### src/rtl/lfsr_pkg.sv
// ---------------------------------------------------------------------------
// lfsr_pkg
// Shared constants and helpers for the Galois LFSR random source.
//   - LFSR_TAPS   : maximal-length tap masks (XAPP052 table), indexed by the
//                   LFSR length 3..64. Entries 1 and 2 are unused and zero.
//                   Tap n maps to mask bit n-1.
//   - lfsr_step() : one right-shifting Galois step of a width-bit LFSR.
//   - Legal parameter ranges used by the elaboration checks.
// ---------------------------------------------------------------------------
package lfsr_pkg;

  localparam int unsigned LFSR_MAX_W       = 64;
  localparam int unsigned LFSR_WIDTH_MIN   = 3;
  localparam int unsigned LFSR_WIDTH_MAX   = 64;
  localparam int unsigned LFSR_STEPS_MIN   = 1;
  localparam int unsigned LFSR_OUT_W_MIN   = 1;
  localparam int unsigned LFSR_REJECT_CNT_W = 8;

  // Builds a feedback mask from up to four tap positions (0 = unused).
  function automatic logic [LFSR_MAX_W-1:0] tap_mask(input int unsigned t0,
                                                      input int unsigned t1,
                                                      input int unsigned t2,
                                                      input int unsigned t3);
    logic [LFSR_MAX_W-1:0] m;
    m = '0;
    if (t0 != 0) m[6'(t0 - 1)] = 1'b1;
    if (t1 != 0) m[6'(t1 - 1)] = 1'b1;
    if (t2 != 0) m[6'(t2 - 1)] = 1'b1;
    if (t3 != 0) m[6'(t3 - 1)] = 1'b1;
    return m;
  endfunction

  localparam logic [LFSR_MAX_W-1:0] LFSR_TAPS [1:64] = '{
    64'h0,                                   // 1  (unused)
    64'h0,                                   // 2  (unused)
    tap_mask( 3,  2,  0,  0),
    tap_mask( 4,  3,  0,  0),
    tap_mask( 5,  3,  0,  0),
    tap_mask( 6,  5,  0,  0),
    tap_mask( 7,  6,  0,  0),
    tap_mask( 8,  6,  5,  4),
    tap_mask( 9,  5,  0,  0),
    tap_mask(10,  7,  0,  0),
    tap_mask(11,  9,  0,  0),
    tap_mask(12,  6,  4,  1),
    tap_mask(13,  4,  3,  1),
    tap_mask(14,  5,  3,  1),
    tap_mask(15, 14,  0,  0),
    tap_mask(16, 15, 13,  4),
    tap_mask(17, 14,  0,  0),
    tap_mask(18, 11,  0,  0),
    tap_mask(19,  6,  2,  1),
    tap_mask(20, 17,  0,  0),
    tap_mask(21, 19,  0,  0),
    tap_mask(22, 21,  0,  0),
    tap_mask(23, 18,  0,  0),
    tap_mask(24, 23, 22, 17),
    tap_mask(25, 22,  0,  0),
    tap_mask(26,  6,  2,  1),
    tap_mask(27,  5,  2,  1),
    tap_mask(28, 25,  0,  0),
    tap_mask(29, 27,  0,  0),
    tap_mask(30,  6,  4,  1),
    tap_mask(31, 28,  0,  0),
    tap_mask(32, 22,  2,  1),
    tap_mask(33, 20,  0,  0),
    tap_mask(34, 27,  2,  1),
    tap_mask(35, 33,  0,  0),
    tap_mask(36, 25,  0,  0),
    tap_mask(37,  5,  4,  3) | tap_mask(2, 1, 0, 0),
    tap_mask(38,  6,  5,  1),
    tap_mask(39, 35,  0,  0),
    tap_mask(40, 38, 21, 19),
    tap_mask(41, 38,  0,  0),
    tap_mask(42, 41, 20, 19),
    tap_mask(43, 42, 38, 37),
    tap_mask(44, 43, 18, 17),
    tap_mask(45, 44, 42, 41),
    tap_mask(46, 45, 26, 25),
    tap_mask(47, 42,  0,  0),
    tap_mask(48, 47, 21, 20),
    tap_mask(49, 40,  0,  0),
    tap_mask(50, 49, 24, 23),
    tap_mask(51, 50, 36, 35),
    tap_mask(52, 49,  0,  0),
    tap_mask(53, 52, 38, 37),
    tap_mask(54, 53, 18, 17),
    tap_mask(55, 31,  0,  0),
    tap_mask(56, 55, 35, 34),
    tap_mask(57, 50,  0,  0),
    tap_mask(58, 39,  0,  0),
    tap_mask(59, 58, 38, 37),
    tap_mask(60, 59,  0,  0),
    tap_mask(61, 60, 46, 45),
    tap_mask(62, 61,  6,  5),
    tap_mask(63, 62,  0,  0),
    tap_mask(64, 63, 61, 60)
  };

  // One Galois step: shift right, fold the tap mask in when the bit leaving
  // the register is 1. Bits above 'width' in 'state' must be zero.
  function automatic logic [LFSR_MAX_W-1:0] lfsr_step(input logic [LFSR_MAX_W-1:0] state,
                                                       input int unsigned           width);
    logic [LFSR_MAX_W-1:0] shifted;
    shifted = state >> 1;
    return state[0] ? (shifted ^ LFSR_TAPS[7'(width)]) : shifted;
  endfunction

endpackage

### src/rtl/lfsr_advance.sv
// ---------------------------------------------------------------------------
// lfsr_advance
// Combinational look-ahead: applies STEPS Galois steps to 'state'.
// Parameters: WIDTH (LFSR length), STEPS (steps per clock).
// Ports:
//   state  in  WIDTH  current LFSR state
//   nxt    out WIDTH  state after STEPS single steps
// ---------------------------------------------------------------------------
module lfsr_advance
  import lfsr_pkg::*;
#(
  parameter int unsigned WIDTH = 16,
  parameter int unsigned STEPS = 1
) (
  input  logic [WIDTH-1:0] state,
  output logic [WIDTH-1:0] nxt
);

  // Each stage owns its own nets so the chain is a plain feed-forward path.
  for (genvar g = 0; g < STEPS; g++) begin : g_step
    logic [WIDTH-1:0] s_in;
    logic [WIDTH-1:0] s_out;
    if (g == 0) begin : g_first
      assign s_in = state;
    end else begin : g_next
      assign s_in = g_step[g-1].s_out;
    end
    assign s_out = WIDTH'(lfsr_step(LFSR_MAX_W'(s_in), WIDTH));
  end

  assign nxt = g_step[STEPS-1].s_out;

endmodule

### src/rtl/lfsr_rand_gen.sv
// ---------------------------------------------------------------------------
// lfsr_rand_gen
// Registered pseudo-random source: Galois LFSR advancing STEPS per clock,
// values delivered over valid/ready, optional rejection sampling to [0,bound).
// Parameters: WIDTH (3..64), STEPS (1..WIDTH), OUT_W (1..WIDTH),
//             SEED (reset/fallback state, nonzero in WIDTH bits).
// Ports:
//   clk         in   1      system clock
//   rst_n       in   1      asynchronous active-low reset
//   seed_load   in   1      load 'seed' into the LFSR (highest priority)
//   seed        in   WIDTH  seed value; all-zero falls back to SEED
//   bound       in   OUT_W  exclusive upper limit, 0 = full range
//   out_ready   in   1      consumer accepts out_data
//   out_valid   out  1      out_data valid
//   out_data    out  OUT_W  random value
//   reject_cnt  out  8      saturating count of rejected candidates
// Build option: define LFSR_RANGE_REJECT_EN to enable rejection sampling;
// without it 'bound' is ignored, every candidate is accepted and reject_cnt
// stays 0.
// ---------------------------------------------------------------------------
module lfsr_rand_gen
  import lfsr_pkg::*;
#(
  parameter int unsigned           WIDTH = 16,
  parameter int unsigned           STEPS = 1,
  parameter int unsigned           OUT_W = 8,
  parameter logic [LFSR_MAX_W-1:0] SEED  = 64'hACE1
) (
  input  logic                         clk,
  input  logic                         rst_n,
  input  logic                         seed_load,
  input  logic [WIDTH-1:0]             seed,
  input  logic [OUT_W-1:0]             bound,
  input  logic                         out_ready,
  output logic                         out_valid,
  output logic [OUT_W-1:0]             out_data,
  output logic [LFSR_REJECT_CNT_W-1:0] reject_cnt
);

  // Elaboration-time parameter checks
  if (WIDTH < LFSR_WIDTH_MIN || WIDTH > LFSR_WIDTH_MAX) begin : g_bad_width
    $error("lfsr_rand_gen: WIDTH must be in 3..64");
  end
  if (STEPS < LFSR_STEPS_MIN || STEPS > WIDTH) begin : g_bad_steps
    $error("lfsr_rand_gen: STEPS must be in 1..WIDTH");
  end
  if (OUT_W < LFSR_OUT_W_MIN || OUT_W > WIDTH) begin : g_bad_out_w
    $error("lfsr_rand_gen: OUT_W must be in 1..WIDTH");
  end
  if (SEED[WIDTH-1:0] == '0) begin : g_bad_seed
    $error("lfsr_rand_gen: SEED must be nonzero in WIDTH bits");
  end

  localparam logic [WIDTH-1:0]             SEED_W  = SEED[WIDTH-1:0];
  localparam logic [LFSR_REJECT_CNT_W-1:0] CNT_MAX = '1;

  logic [WIDTH-1:0]             state_q, state_d;
  logic                         out_valid_q, out_valid_d;
  logic [OUT_W-1:0]             out_data_q, out_data_d;
  logic [LFSR_REJECT_CNT_W-1:0] reject_cnt_q, reject_cnt_d;

  logic [WIDTH-1:0] nxt;
  logic [WIDTH-1:0] seed_safe;
  logic [OUT_W-1:0] cand;
  logic             adv;
  logic             accept;

  lfsr_advance #(
    .WIDTH (WIDTH),
    .STEPS (STEPS)
  ) u_advance (
    .state (state_q),
    .nxt   (nxt)
  );

  // All-zero is the lock-up state of the LFSR; never load it.
  assign seed_safe = (seed == '0) ? SEED_W : seed;
  assign cand      = nxt[OUT_W-1:0];
  assign adv       = !seed_load && (!out_valid_q || out_ready);

`ifdef LFSR_RANGE_REJECT_EN
  assign accept = (bound == '0) || (cand < bound);
`else
  logic unused_bound;
  assign unused_bound = ^bound;
  assign accept       = 1'b1;
`endif

  always_comb begin
    state_d      = state_q;
    out_valid_d  = out_valid_q;
    out_data_d   = out_data_q;
    reject_cnt_d = reject_cnt_q;
    if (seed_load) begin
      // out_data is left as is; a coincident handshake has already completed.
      state_d      = seed_safe;
      out_valid_d  = 1'b0;
      reject_cnt_d = '0;
    end else if (adv) begin
      state_d = nxt;
      if (accept) begin
        out_data_d  = cand;
        out_valid_d = 1'b1;
      end else begin
        out_valid_d = 1'b0;
        if (reject_cnt_q != CNT_MAX) begin
          reject_cnt_d = reject_cnt_q + 8'd1;
        end
      end
    end
  end

  always_ff @(posedge clk or negedge rst_n) begin
    if (!rst_n) begin
      state_q      <= SEED_W;
      out_valid_q  <= 1'b0;
      out_data_q   <= '0;
      reject_cnt_q <= '0;
    end else begin
      state_q      <= state_d;
      out_valid_q  <= out_valid_d;
      out_data_q   <= out_data_d;
      reject_cnt_q <= reject_cnt_d;
    end
  end

  assign out_valid  = out_valid_q;
  assign out_data   = out_data_q;
  assign reject_cnt = reject_cnt_q;

endmodule

### config.mk
export PLATFORM = sky130hd
export DESIGN_NAME = lfsr_rand_gen
export DESIGN_NICKNAME = d
export VERILOG_FILES = /design/src/rtl/lfsr_pkg.sv /design/src/rtl/lfsr_advance.sv /design/src/rtl/lfsr_rand_gen.sv
export SDC_FILE = /design/constraint.sdc
export NUM_CORES = 1
export LEC_CHECK = 0
export ABC_CLOCK_PERIOD_IN_PS = 1600
export CORE_ASPECT_RATIO = 0.5
export CORE_UTILIZATION = 31
export CTS_BUF_LIST = sky130_fd_sc_hd__clkbuf_8
export DETAILED_ROUTE_END_ITERATION = 10
export PLACE_DENSITY = 0.69
export RECOVER_POWER = 50
export SYNTH_ARGS = -nofsm -noshare
export SYNTH_HDL_FRONTEND = slang
export SYNTH_SLANG_ARGS = --single-unit
### constraint.sdc
create_clock -name clk -period 1.6 [get_ports clk]
set_input_delay 0.32 -clock clk [delete_from_list [all_inputs] [get_ports clk]]
set_output_delay 0.32 -clock clk [all_outputs]
set_load 0.01 [all_outputs]
==> impl_metrics.csv <==
group,metric,value,unit
status,status,"finished clean",
power_and_ir_drop,pwr-share-clk,23.6,%
sta,min_period_over_period,96.14,%
sta,hold_slack,518.2,ps
sta,fin_crit,1538,ps
global_routing,antenna_found_initial,0,
clocking,clk_pin_slew,90,ps
global_routing,grt_usage,11.21,%
placed_design,gp_congestion,0.7468,
route,wl_per_cell,12.27,um
power_and_ir_drop,leakagePower,0.8091,nW
power_and_ir_drop,power_density,922.7,nW/um2
logic_synthesis,async_flop_share,100.0,%
worst_setup_path,crit_family,"compound AO/OA/AOI/OAI gates",
clocking,cts_max_level,1,
worst_setup_path,cp_slowest_cell,"clkdlybuf4s50_1",
route,drt_pre_antenna_iters,4,
flow_run,max_cap_violations,0,
logic_synthesis,synth_top_area_share,33.43,%
global_routing,grt_pass1_vias,804,
sta,setup_viol,0,
worst_setup_path,r2r_cells,4,
route,drt_iter0_markers,19,
worst_setup_path,cp_slowest_stage_delay,460,ps
placed_design,io_buffer_count,28,
min_path,hold_path_class,"flip-flop to flip-flop",
final_layout,n_antenna_cell,0,
final_layout,syn2layout_area_growth,33.73,%
power_and_ir_drop,swShare,26.38,%
placed_design,dp_hpwl,1811,um
worst_setup_path,worstSetupEndpointType,"flip-flop",
power_and_ir_drop,seqPwrFrac,50.9,%
floorplan,initial_core_util,32.43,%
floorplan,std_cell_rows,16,
logic_synthesis,yosysTopAreaCell,"dfrtp_1",
floorplan,die_area,4381,um2
sta,maxSlewViolCount,0,
final_layout,n_fill_cell,390,
worst_setup_path,crit_buf_inv,1,
worst_setup_path,cp_num_cells,4,
clocking,clk_latency,270,ps
clocking,cts_tree,"done",
logic_synthesis,synth_seq_cells,25,
route,detail-route-antenna-nets,0,
clocking,cts_buffer_depth,2,
floorplan,die_h,47.31,um
power_and_ir_drop,switchingPower,414.2,uW
clocking,cts_sinks,25,
sta,worst_pin_slew,598.6,ps
logic_synthesis,yosys_warnings,0,
route,drc_errors,0,
clocking,cts_hold_buf,0,
worst_setup_path,crit_arrival,1730,ps
final_layout,drive_above_1_share,26.76,%
logic_synthesis,yosysSeqAreaShare,49.95,%
sta,fin_skew,7.919,ps
sta,fin_setup_tns,0,ps
worst_setup_path,cp.required,1790,ps
floorplan,die_x,92.61,um
clocking,clock-root-buffer,"clkbuf_8",
global_routing,gr-total-overflow,0,
logic_synthesis,synth_area,1272,um2
sta,fmax,650.1,MHz
power_and_ir_drop,power_frac_comb,25.6,%
worst_setup_path,crit_chain,"clkdlybuf4s50_1 > nor4_2 > a41oi_4 > a22oi_1",
floorplan,num_io_pins,45,
route,wl,2405,um
worst_setup_path,critPathMaxFanout,8,
logic_synthesis,yosysUniqueCellTypes,19,
route,drt-vias-per-instance,4.490,
global_routing,grt_max_degree,26,
clocking,post_cts_buffers,0,
sta,relSlewSlack,60.10,%
min_path,min_path_cells,1,
power_and_ir_drop,p_int,1.156,mW
power_and_ir_drop,irDropWorstVdd,272.4,uV
final_layout,fin_nets,171,
logic_synthesis,synth-main-ff-cell,"dfrtp_1",
floorplan,coreArea,3924,um2
worst_setup_path,criticalPathCategory,"input port to flip-flop",
logic_synthesis,synth_cells,106,
sta,hold_violations,0,
worst_setup_path,startpoint_type,"input port",
clocking,cts_buffers,3,
logic_synthesis,synthTopCellsByCount,"17 x dfrtp_1, 16 x mux2i_1, 9 x buf_4",
route,vias,880,
global_routing,grt_first_pass_wirelength,3677,um
sta,rsz0062_at_grt,"false",
logic_synthesis,synth-edff-count,0,
logic_synthesis,avgSynthCellArea,12.00,um2
logic_synthesis,synthTopCellsByArea,"dfrtp_1 33%, dfstp_2 17%, mux2i_1 13%",
logic_synthesis,synth_most_common_cell,"dfrtp_1",
-- power by group through the flow --
stage          logic [mW]  registers (mW)  clock network, mW
3_3_place_gp        0.390           0.806                  0
2_1_floorplan       0.206           0.817                  0
6_report            0.401           0.799              0.370
4_1_cts             0.400           0.799              0.385
5_1_grt             0.432           0.810              0.410
3_5_place_dp        0.400           0.810                  0
-- cells by family (layout without fill, tap and decap cells) --
kind of cell	count (synthesis)	in the layout	synth area share (%)
buf+inv	22	51	10.42
flops	25	25	49.95
compound gates	17	17	9.145
xor+xnor	3	3	2.065
simple gates	14	14	6.096
mux	24	24	22.03
other cells	1	8	0.2947
-- timing repair --
| item | in CTS | in global routing |
|---|---|---|
| endpoints found under the hold margin | 0 | 0 |
| gates resized for setup | 0 | 6 |
| setup endpoints to repair | 0 | 8 |
-- layer usage --
| metal | part of all wire [%] | track usage [%] | wire [um] | vias up |
|---|---|---|---|---|
| li1 | - | - | - | 424 |
| met1 | 45 | 13.64 | 1077 | 431 |
| met2 | 51 | 20.74 | 1217 | 22 |
| met3 | 4.1 | 2.913 | 99 | 3 |
| met4 | 0.42 | 2.813 | 10 | 0 |
| met5 | 0 | 0 | 0 | - |
-- sequential cells by signal, summed over array words and instances (netlist names) --
signal and count:
out_data 8, out_valid 1, state_q 16
-- final timing paths --
path                                           end  slack (ps)               startpoint
hold reg to reg            out_data[2]$_DFFE_PN0P_         520  out_data[2]$_DFFE_PN0P_
max in group asynchronous    out_valid$_DFFE_PN0P_         630                    rst_n
setup / recovery           state_q[13]$_DFFE_PN1P_          60                 seed[11]
hold / removal             out_data[2]$_DFFE_PN0P_         520  out_data[2]$_DFFE_PN0P_
setup reg to reg            state_q[8]$_DFFE_PN0P_         220    out_valid$_DFFE_PN0P_
min in group asynchronous  out_data[6]$_DFFE_PN0P_         570                    rst_n
-- final cells by class --
cell class / instances / area (um2) / area share, %
clock buffer: 3 / 41.29 / 2.426
inverter: 9 / 33.78 / 1.985
tap: 54 / 67.56 / 3.971
clock inverter: 1 / 5.005 / 0.2941
multi-input combinational: 66 / 571.8 / 33.60
sequential: 25 / 635.6 / 37.35
timing repair buffer: 38 / 346.6 / 20.37
-- cell usage in the layout (no fill, tap or decap), types with 4 or more instances in the layout --
cell | synthesis | layout
nor4_2 | 0 | 4
dfstp_2 | 8 | 8
a22oi_1 | 8 | 7
inv_1 | 8 | 8
mux2_4 | 8 | 8
nand2_1 | 8 | 8
mux2i_1 | 16 | 16
clkdlybuf4s50_1 | 0 | 26
o21ai_0 | 8 | 8
conb_1 | 1 | 8
buf_4 | 9 | 7
dfrtp_1 | 17 | 17
-- metrics by stage --
step | setup slack (ps) | power [mW] | utilization, % | cells | cell area, um2
after detailed placement | -258.6 | 1.210 | 41.36 | 192 | 1623
after global placement | -254.3 | 1.197 | 41.36 | 192 | 1623
after global routing | 19.84 | 1.651 | 43.37 | 196 | 1702
after floorplan | 279.3 | 1.023 | - | 113 | 1299
after CTS | 27.93 | 1.584 | 42.54 | 196 | 1669
final | 61.78 | 1.570 | 43.37 | 196 | 1702
(Power assumes the default switching activity.)
